$ cat src/rtl/systolic_mm_engine.sv
// Output-stationary NxN systolic matrix multiply: loads A then B over a packed bus,
// runs them through a skewed PE grid, then streams C row-major with ready/valid.

module systolic_mm_pe #(
  parameter int DATA_W = 16,
  parameter int ACC_W  = 40
) (
  input  logic              clk,
  input  logic              reset,
  input  logic              clr,
  input  logic              en,
  input  logic              sgn,
  input  logic [DATA_W-1:0] a,
  input  logic              a_vld,
  input  logic [DATA_W-1:0] b,
  input  logic              b_vld,
  output logic [ACC_W-1:0]  acc
);
  localparam int PW = 2 * DATA_W;

  logic [PW-1:0]    ax, bx, prod;
  logic [ACC_W-1:0] prod_x;

  // Extending both operands to the product width keeps the low PW bits exact in either mode.
  assign ax     = {{DATA_W{sgn & a[DATA_W-1]}}, a};
  assign bx     = {{DATA_W{sgn & b[DATA_W-1]}}, b};
  assign prod   = ax * bx;
  assign prod_x = {{(ACC_W-PW){sgn & prod[PW-1]}}, prod};

  always_ff @(posedge clk)
    if (reset || clr)                acc <= '0;
    else if (en && a_vld && b_vld)   acc <= acc + prod_x;
endmodule

module systolic_mm_engine #(
  parameter int N      = 2,
  parameter int DATA_W = 16,
  parameter int ACC_W  = 40,
  parameter int BUS_W  = 64
) (
  input  logic             clk,
  input  logic             reset,
  input  logic             start,
  input  logic             signed_mode,
  input  logic             accumulate,
  input  logic             in_valid,
  output logic             in_ready,
  input  logic [BUS_W-1:0] in_data,
  output logic             out_valid,
  input  logic             out_ready,
  output logic [ACC_W-1:0] out_data,
  output logic             out_last,
  output logic             busy,
  output logic             done
);
  localparam int EPB = BUS_W / DATA_W;
  localparam int NN  = N * N;
  localparam int NE  = 2 * NN;
  localparam int CMP = 3 * N - 2;
  localparam int MW  = $clog2(NE);
  localparam int EW  = $clog2(NE + EPB);
  localparam int CW  = $clog2(CMP + 1);
  localparam int DW  = $clog2(NN);

  typedef enum logic [2:0] {S_IDLE, S_LOAD, S_COMPUTE, S_DRAIN, S_DONE} state_t;
  state_t state, nxt;

  logic              sgn_q;
  logic [EW-1:0]     ecnt;
  logic [CW-1:0]     cnt;
  logic [DW-1:0]     drain_idx, drain_nxt;
  logic [DATA_W-1:0] mem [NE];
  logic              start_acc, beat, last_beat, fire, computing, clr;

  logic [N-1:0][DATA_W-1:0]          a_e, b_e;
  logic [N-1:0]                      a_ev, b_ev;
  logic [N-1:0][N-2:0][DATA_W-1:0]   a_q;
  logic [N-1:0][N-2:0]               av_q;
  logic [N-2:0][N-1:0][DATA_W-1:0]   b_q;
  logic [N-2:0][N-1:0]               bv_q;
  logic [NN-1:0][ACC_W-1:0]          acc;

  assign start_acc = (state == S_IDLE) && start;
  assign beat      = (state == S_LOAD) && in_valid;
  assign last_beat = (int'(ecnt) + EPB) >= NE;
  assign fire      = out_valid && out_ready;
  assign computing = (state == S_COMPUTE);
  assign clr       = start_acc && !accumulate;
  assign drain_nxt = drain_idx + DW'(1);

  assign in_ready = (state == S_LOAD);
  assign busy     = (state != S_IDLE) && (state != S_DONE);
  assign done     = (state == S_DONE);

  always_ff @(posedge clk)
    if (reset) state <= S_IDLE;
    else       state <= nxt;

  always_comb begin
    nxt = state;
    case (state)
      S_IDLE:    if (start) nxt = S_LOAD;
      S_LOAD:    if (beat && last_beat) nxt = S_COMPUTE;
      S_COMPUTE: if (cnt == CW'(CMP-1)) nxt = S_DRAIN;
      S_DRAIN:   if (fire && out_last) nxt = S_DONE;
      S_DONE:    nxt = S_IDLE;
      default:   nxt = S_IDLE;
    endcase
  end

  // Element stream is A row-major then B row-major; spare lanes of the last beat fall off the end.
  always_ff @(posedge clk)
    if (beat)
      for (int k = 0; k < EPB; k++)
        if (int'(ecnt) + k < NE) mem[MW'(int'(ecnt) + k)] <= in_data[k*DATA_W +: DATA_W];

  // Skewed injection: row i of A and column i of B enter i cycles late.
  always_comb begin
    int k;
    a_e  = '0;
    b_e  = '0;
    a_ev = '0;
    b_ev = '0;
    k    = 0;
    for (int i = 0; i < N; i++) begin
      k       = int'(cnt) - i;
      a_ev[i] = computing && (k >= 0) && (k < N);
      b_ev[i] = a_ev[i];
      if (a_ev[i]) begin
        a_e[i] = mem[MW'(i*N + k)];
        b_e[i] = mem[MW'(NN + k*N + i)];
      end
    end
  end

  always_ff @(posedge clk)
    if (reset) begin
      a_q <= '0; av_q <= '0; b_q <= '0; bv_q <= '0;
    end else begin
      for (int i = 0; i < N; i++) begin
        a_q[i][0] <= a_e[i];
        av_q[i][0] <= a_ev[i];
        b_q[0][i] <= b_e[i];
        bv_q[0][i] <= b_ev[i];
        for (int j = 1; j < N-1; j++) begin
          a_q[i][j]  <= a_q[i][j-1];
          av_q[i][j] <= av_q[i][j-1];
          b_q[j][i]  <= b_q[j-1][i];
          bv_q[j][i] <= bv_q[j-1][i];
        end
      end
    end

  for (genvar i = 0; i < N; i++) begin : g_row
    for (genvar j = 0; j < N; j++) begin : g_col
      logic [DATA_W-1:0] pa, pb;
      logic              pav, pbv;
      if (j == 0) begin : g_al
        assign pa = a_e[i];
        assign pav = a_ev[i];
      end else begin : g_ai
        assign pa = a_q[i][j-1];
        assign pav = av_q[i][j-1];
      end
      if (i == 0) begin : g_bt
        assign pb = b_e[j];
        assign pbv = b_ev[j];
      end else begin : g_bi
        assign pb = b_q[i-1][j];
        assign pbv = bv_q[i-1][j];
      end
      systolic_mm_pe #(.DATA_W(DATA_W), .ACC_W(ACC_W)) u_pe (
        .clk(clk), .reset(reset), .clr(clr), .en(computing), .sgn(sgn_q),
        .a(pa), .a_vld(pav), .b(pb), .b_vld(pbv), .acc(acc[i*N + j])
      );
    end
  end

  always_ff @(posedge clk)
    if (reset) begin
      sgn_q     <= 1'b0;
      ecnt      <= '0;
      cnt       <= '0;
      drain_idx <= '0;
      out_valid <= 1'b0;
      out_data  <= '0;
      out_last  <= 1'b0;
    end else begin
      if (start_acc) begin
        sgn_q <= signed_mode;
        ecnt  <= '0;
      end
      if (beat) ecnt <= ecnt + EW'(EPB);
      cnt <= computing ? cnt + CW'(1) : '0;
      // First DRAIN cycle primes the output register, which puts out_valid at 3N-1 after the last beat.
      if (state == S_DRAIN) begin
        if (!out_valid) begin
          out_valid <= 1'b1;
          out_data  <= acc[drain_idx];
          out_last  <= (drain_idx == DW'(NN-1));
        end else if (out_ready) begin
          if (out_last) begin
            out_valid <= 1'b0;
            out_last  <= 1'b0;
            out_data  <= '0;
            drain_idx <= '0;
          end else begin
            drain_idx <= drain_nxt;
            out_data  <= acc[drain_nxt];
            out_last  <= (drain_nxt == DW'(NN-1));
          end
        end
      end
    end
endmodule

$ cat config.mk
export PLATFORM = sky130hd
export DESIGN_NAME = systolic_mm_engine
export DESIGN_NICKNAME = d
export VERILOG_FILES = /design/src/rtl/systolic_mm_engine.sv
export SDC_FILE = /design/constraint.sdc
export NUM_CORES = 2
export LEC_CHECK = 0
export CAP_MARGIN = 30
export CORE_ASPECT_RATIO = 1.1
export CORE_UTILIZATION = 40
export DETAILED_ROUTE_END_ITERATION = 6
export MAX_ROUTING_LAYER = met4
export PLACE_DENSITY_LB_ADDON = 0.05
export SKIP_CTS_REPAIR_TIMING = 1
export SLEW_MARGIN = 20
export SYNTH_ARGS = -nofsm -noshare
export SYNTH_HDL_FRONTEND = slang
export SYNTH_SLANG_ARGS = --single-unit
$ cat constraint.sdc
create_clock -name clk -period 24.4 [get_ports clk]
set_input_delay 4.88 -clock clk [delete_from_list [all_inputs] [get_ports clk]]
set_output_delay 4.88 -clock clk [all_outputs]
set_load 0.03 [all_outputs]
Word-level counts from Yosys, hierarchy flattened. Memory sizes are Yosys's and may differ from the RTL's. A register that Yosys moved wholly into a read port is not among the register bits. Index checks and enable logic that the tools add are counted.

Output and inout bits: 45. Bits in writable memories: 128. Flip-flop bits (word level): 283. Memories: 1. Input bits: 71. Word-level logic and storage cells: 144.

Multipliers: 4. Reductions and logical operators: 28. Bitwise logic cells: 13. Muxes and demuxes: 39. Add/sub/neg operators: 16. Equality and inequality tests: 13. $lt $le $gt $ge: 11.

Memories: mem (words 8, bits a word 16, rd ports 4, clocked after Yosys merged registers in 1, wr ports 4, RTL line 72) `logic [DATA_W-1:0] mem [NE];`.

Operators by type and width (count): two-way mux 40 bit (5); adder 40 bit (4); binary-select mux 40 bit (select 2 bit) (2); multiplier 17 x 17 -> 32 bit (4); less-than comparator 32 x 5 -> 1 bit, second input constant (3); two-way mux 16 bit (4); logical AND 1 bit (19); two-way mux 1 bit (18); two-way mux 3 bit (5); bitwise AND 1 bit (12); one-hot mux 3 bit (4 select lines) (1); adder 4 x 2 -> 5 bit, second input constant (2); adder 3 bit, first input constant (3); == test 3 x 2 -> 1 bit, second input constant (3); two-way mux 4 bit (2); less-than comparator 2 x 3 -> 1 bit, second input constant (2); != test 2 x 1 -> 1 bit, second input constant (3); adder 4 x 1 -> 5 bit, second input constant (1); adder 4 x 3 -> 5 bit, second input constant (1); greater-or-equal comparator 5 x 4 -> 1 bit, second input constant (1); adder 4 x 3 -> 4 bit, second input constant (1); == test 2 bit, second input constant (2); greater-or-equal comparator 4 x 1 -> 1 bit, second input constant (1); less-than comparator 4 x 3 -> 1 bit, second input constant (1); other kinds (22) (24).

Logic depth before layout (Yosys ltp).
Depth in word-level cells: 9. Mapped depth: 49. Gate-level depth less buffers: 42.

Hierarchy. From an unflattened synthesis, not the netlist that was laid out.

Cells, all modules: 7309. Area total of the unflattened synthesis: 66745.3 µm².

By module, submodules not included: systolic_mm_pe at g_row[0].g_col[0].u_pe (cells each 1608, times used 1, seq. area each 800.8 µm², area an instance 13830.8 µm²); systolic_mm_pe at g_row[1].g_col[1].u_pe (cells each 1552, times used 1, seq. area each 800.8 µm², area an instance 13580.5 µm²); systolic_mm_pe at g_row[1].g_col[0].u_pe (cells each 1555, times used 1, seq. area each 800.8 µm², area an instance 13535.5 µm²); systolic_mm_pe at g_row[0].g_col[1].u_pe (cells each 1553, times used 1, seq. area each 800.8 µm², area an instance 13533.0 µm²); systolic_mm_engine (cells each 1041, times used 1, seq. area each 6226.0 µm², area an instance 12265.5 µm²).

Worst setup path after synthesis. No wires, ideal clock.

Path type: flip-flop to flip-flop. From: register cnt[0]. To: register g_row[1].g_col[0].u_pe.acc[39]. Cell stages (with the launch flop): 43. Path slack: 13.023 ns. Library setup time: 0.062 ns. Data required time: 24.338 ns. Data arrival time: 11.316 ns. Cells stage by stage: dfxtp_1 -> buf_2 -> clkbuf_1 -> clkbuf_1 -> buf_1 -> inv_1 -> ha_1 -> clkbuf_1 -> nand3_1 -> clkbuf_1 -> clkbuf_1 -> nor3_1 -> nand2_1 -> inv_1 -> fa_1 -> inv_1 -> fa_1 -> inv_1 -> [7 not listed] -> a21oi_1 -> nor3b_1 -> a31o_2 -> nor3b_1 -> xnor2_1 -> and2_1 -> clkbuf_1 -> ha_1 -> a21oi_1 -> nand2b_1 -> a2111oi_1 -> o31ai_1 -> a21o_1 -> a2111oi_0 -> or4_1 -> nand4b_1 -> o21a_1 -> nand3_1.

Cells in the longest elaborated chain, start to end: 9. Elaborated cells between the ends (all ways): 14. Classes of those cells: 3 x add/sub; 1 x mul; 2 x order compare; 1 x mux; 2 x bitwise; 4 x reduce/logical; 1 x memory.

RTL lines: from (decl) (RTL line 70) `logic [CW-1:0] cnt;`; from (signal assigned) (RTL line 194) `cnt <= computing ? cnt + CW'(1) : '0;`; subtractor 3 x 1 -> 4 bit * (RTL line 126) `k = int'(cnt) - i;`; branches (longest 8 deep; another with adder 40 bit); to (signal assigned) (RTL line 32) `else if (en && a_vld && b_vld) acc <= acc + prod_x;`; to (decl) (RTL line 17) `output logic [ACC_W-1:0] acc`.

Mark *: on every way between the ends. A chain may end at the register's enable or synchronous reset.

Final worst setup path.
From: register cnt[1]. To: register g_row[1].g_col[0].u_pe.acc[39].

The elaborated chain is that of the path after synthesis.

==> results.json <==
{
  "synth_adder_area_share_pct": 43.6,
  "r2r_cells": 37,
  "fmax_ghz": 0.0845,
  "syn2layout_area_growth_pct": 8.27,
  "dieArea_mm2": 0.166,
  "grt_pass1_vias": 51900,
  "gr-total-overflow": 0,
  "path_common_cell": "fa_1",
  "hpwl_um": 174000,
  "min_to": "ecnt[3]$_SDFFE_PP0P_",
  "p_leak_nw": 32.4,
  "max_cap_violations": 0,
  "critical_path_class": "flop to flop",
  "hp-class": "flop to flop",
  "dp_cells": 9352,
  "rows": 155,
  "drc": 0,
  "yosys_warnings": 0,
  "clock-sinks": 407,
  "slew_viol_final": 0,
  "cpPeakStageDelay_ps": 950,
  "grt_pass1_wl_um": 328000,
  "root_buffer": "clkbuf_16",
  "crit_path_end_kind": "flop",
  "cts_buffers": 52,
  "synthCells": 7330,
  "worstMarginPinSlew_ps": 1020,
  "routabilityCongestion": 0.922,
  "regToRegSetupSlack_ps": 12560,
  "ctsLongestPathBuffers": 3,
  "cts_tree": "built",
  "seq_area_frac_synth_pct": 14.3,
  "yosys-mux-area-fraction_pct": 4.24,
  "ios": 116,
  "fin_nets": 8977,
  "rsz0062_at_grt": "no",
  "power_density_mw_per_mm2": 24.6,
  "cp.required_ps": 25000,
  "dp_slack_ps": 12680,
  "chipWidth_um": 389,
  "synth-simple-area-share_pct": 16.3,
  "min_from": "ecnt[3]$_SDFFE_PP0P_",
  "antenna_found_initial": 8,
  "port_buffers": 115,
  "die_h_um": 428,
  "synthesis.nets": 9017,
  "status": "complete, no violations",
  "layout.cells.non_filler": 9457,
  "cp-start-kind": "flop",
  "setup_viol": 0,
  "start_util_pct": 40.5,
  "synth-compound-area-share_pct": 9.20,
  "synth_xor_area_share_pct": 3.53,
  "ys_async_sr_fraction_pct": 0,
  "antenna_left": 0,
  "grt_util_all_layers_pct": 27.0,
  "grt_max_degree": 83,
  "synth.avg_cell_area_um2": 8.99,
  "clock_latency_ps": 680,
  "crit_fanout": 49,
  "holdPathStages": 2,
  "vias": 50500,
  "power_w": 0.00175,
  "cp_top_family": "adder cells",
  "fin_ws_ps": 12560,
  "crit_start": "cnt[1]$_SDFF_PP0_",
  "routedWlPerCell_um": 22.9,
  "drive_gt1_share_pct": 5.55,
  "fp.coreArea_mm2": 0.163,
  "relSlewSlack_pct": 32.1,
  "synth_edf_count": 128,
  "peakVddDrop_v": 0.0000477,
  "r2r-start": "cnt[1]$_SDFF_PP0_",
  "path_buf_inv": 5,
  "syn_area_mm2": 0.0659,
  "critPathArrivalTime_ps": 12430,
  "synth-seq-cells": 407,
  "avgViaCountPerCell": 5.33,
  "clk_pin_slew_worst_paths_ps": 60,
  "timing.final.crit_period_ps": 11840,
  "fin_tns_setup_ps": 0,
  "drt_iter0_drc": 3532,
  "min_period_over_period_pct": 48.5,
  "clock_skew_ps": 37.6,
  "synth_ff_type": "dfxtp_1",
  "drt_pass1_iterations": 6,
  "synth_top_family_by_area": "adder cells",
  "hold_viol": 0,
  "wl_um": 216000,
  "htreeDepth": 2,
  "timing.hold.ws_ps": 467,
  "cpMaxStageDelayCell": "dfxtp_2",
  "reg2reg_to": "g_row[1].g_col[0].u_pe.acc[39]$_SDFFE_PP0P_",
  "synth_cell_types": 76
}
==> Yosys cell counts, drive strengths merged (7+ instances only) <==
master / n / area share [%]
a211o: 9 / 0.12
a211oi: 84 / 0.96
a21boi: 10 / 0.11
a21o: 104 / 1.2
a21oi: 342 / 2.6
a22oi: 46 / 0.52
a31o: 10 / 0.13
a31oi: 31 / 0.29
and2: 366 / 3.5
and3: 58 / 0.55
and4: 9 / 0.12
buf: 30 / 0.18
clkbuf: 299 / 1.7
dfxtp: 279 / 8.5
edfxtp: 128 / 5.8
fa: 1132 / 34
ha: 484 / 9.2
inv: 1224 / 7.0
mux2: 27 / 0.46
mux2i: 62 / 0.94
mux4: 83 / 2.8
nand2: 1141 / 6.5
nand2b: 36 / 0.34
nand3: 87 / 0.66
nand3b: 7 / 0.080
nand4: 20 / 0.19
nand4b: 10 / 0.13
nor2: 423 / 2.4
nor2b: 30 / 0.28
nor3: 79 / 0.60
nor3b: 10 / 0.11
nor4: 11 / 0.13
o211ai: 18 / 0.20
o21a: 54 / 0.61
o21ai: 150 / 1.1
o21bai: 34 / 0.39
o31ai: 15 / 0.17
or2: 37 / 0.35
or3: 22 / 0.21
xnor2: 187 / 2.5
xor2: 71 / 0.94
==> sequential cells by signal, indices dropped and copies added (netlist names), 3 cells and up <==
| signal | count |
|---|---|
| cnt | 3 |
| mem | 128 |
| g_row.g_col.pb | 32 |
| g_row.g_col.u_pe.acc | 160 |
| out_data | 40 |
| state | 3 |
| g_row.g_col.pa | 32 |
==> how the worst max path moves through the flow <==
| stage | endpoint | slack, ps | depth (start not counted) |
|---|---|---|---|
| 5_1_grt | g_row[1].g_col[0].u_pe.acc[39]$_SDFFE_PP0P_ | 11700 | 40 |
| 4_1_cts | g_row[1].g_col[0].u_pe.acc[39]$_SDFFE_PP0P_ | 12640 | 37 |
| 3_3_place_gp | g_row[1].g_col[0].u_pe.acc[39]$_SDFFE_PP0P_ | 12900 | 37 |
| 3_5_place_dp | g_row[1].g_col[0].u_pe.acc[39]$_SDFFE_PP0P_ | 12680 | 37 |
| 6_report | g_row[1].g_col[0].u_pe.acc[39]$_SDFFE_PP0P_ | 12560 | 37 |
| 2_1_floorplan | g_row[1].g_col[0].u_pe.acc[39]$_SDFFE_PP0P_ | 13020 | 42 |
==> through the flow <==
step	utilization [%]	cell area, um2
4_1_cts	43.8	71300
5_1_grt	43.8	71400
3_3_place_gp	42.7	69500
6_report	43.8	71400
2_1_floorplan	-	65900
3_5_place_dp	42.7	69600
==> cell families (layout without fill, tap and decap cells) <==
kind of cell / count (synthesis) / after routing
AO/OA/AOI/OAI: 961 / 961
XOR/XNOR: 261 / 261
adder cells (fa/ha/maj): 1616 / 1616
buffers and inverters: 1554 / 1558
flip-flops: 407 / 407
multiplexers: 172 / 172
other: 0 / 4
AND/OR/NAND/NOR: 2359 / 2359
==> routing by layer <==
metal | routed length [um] | up-vias | GRT usage (%)
met5 | 0 | - | -
met4 | 5910 | 0 | 6.71
met3 | 10300 | 196 | 2.90
met2 | 104000 | 1166 | 44.6
met1 | 95800 | 25900 | 35.5
li1 | - | 23200 | -
==> layout by cell type, fill, tap and decap left out, types with 18 or more instances in the layout <==
cell type | synthesis | final
inv_1 | 1224 | 1222
nand2_1 | 1141 | 1139
fa_1 | 1132 | 1132
ha_1 | 484 | 483
nor2_1 | 423 | 419
and2_1 | 365 | 365
a21oi_1 | 341 | 327
dfxtp_1 | 279 | 274
xnor2_1 | 187 | 187
o21ai_0 | 130 | 129
edfxtp_1 | 128 | 128
clkdlybuf4s50_1 | 0 | 114
buf_4 | 0 | 113
a21o_1 | 104 | 104
nand3_1 | 87 | 86
a211oi_1 | 84 | 84
mux4_2 | 83 | 83
nor3_1 | 79 | 78
xor2_1 | 71 | 71
mux2i_1 | 62 | 62
and3_1 | 58 | 58
o21a_1 | 54 | 54
clkbuf_16 | 0 | 52
a22oi_1 | 46 | 46
nand2b_1 | 36 | 36
or2_2 | 36 | 35
o21bai_1 | 34 | 34
a31oi_1 | 31 | 31
nor2b_1 | 30 | 30
mux2_2 | 27 | 27
or3_1 | 22 | 22
nand4_1 | 20 | 20
o211ai_1 | 18 | 18
==> power by group <==
part / switching, W / leakage [nW] / internal [W]
clock: 0.000352 / 0.841 / 0.000451
combinational: 0.000152 / 28.1 / 0.0000753
sequential: 0.0000112 / 3.42 / 0.000711
==> tightest hold or removal path: stages (launching register included) <==
cell and delay [ps]:
dfxtp_1 310, nand3_1 60, a21oi_1 60
==> layout make-up <==
class                   instances  area (um2)
fillers                     16200       91500
clock inverters                28         299
clock buffers                  70        1440
inverters                    1225        4600
diodes                          4        10.0
repair buffers                235        2110
flip-flops and latches        407        9440
multi-input cells            5369       50800
well taps                    2119        2650
Power figures use the tool's default switching activity.
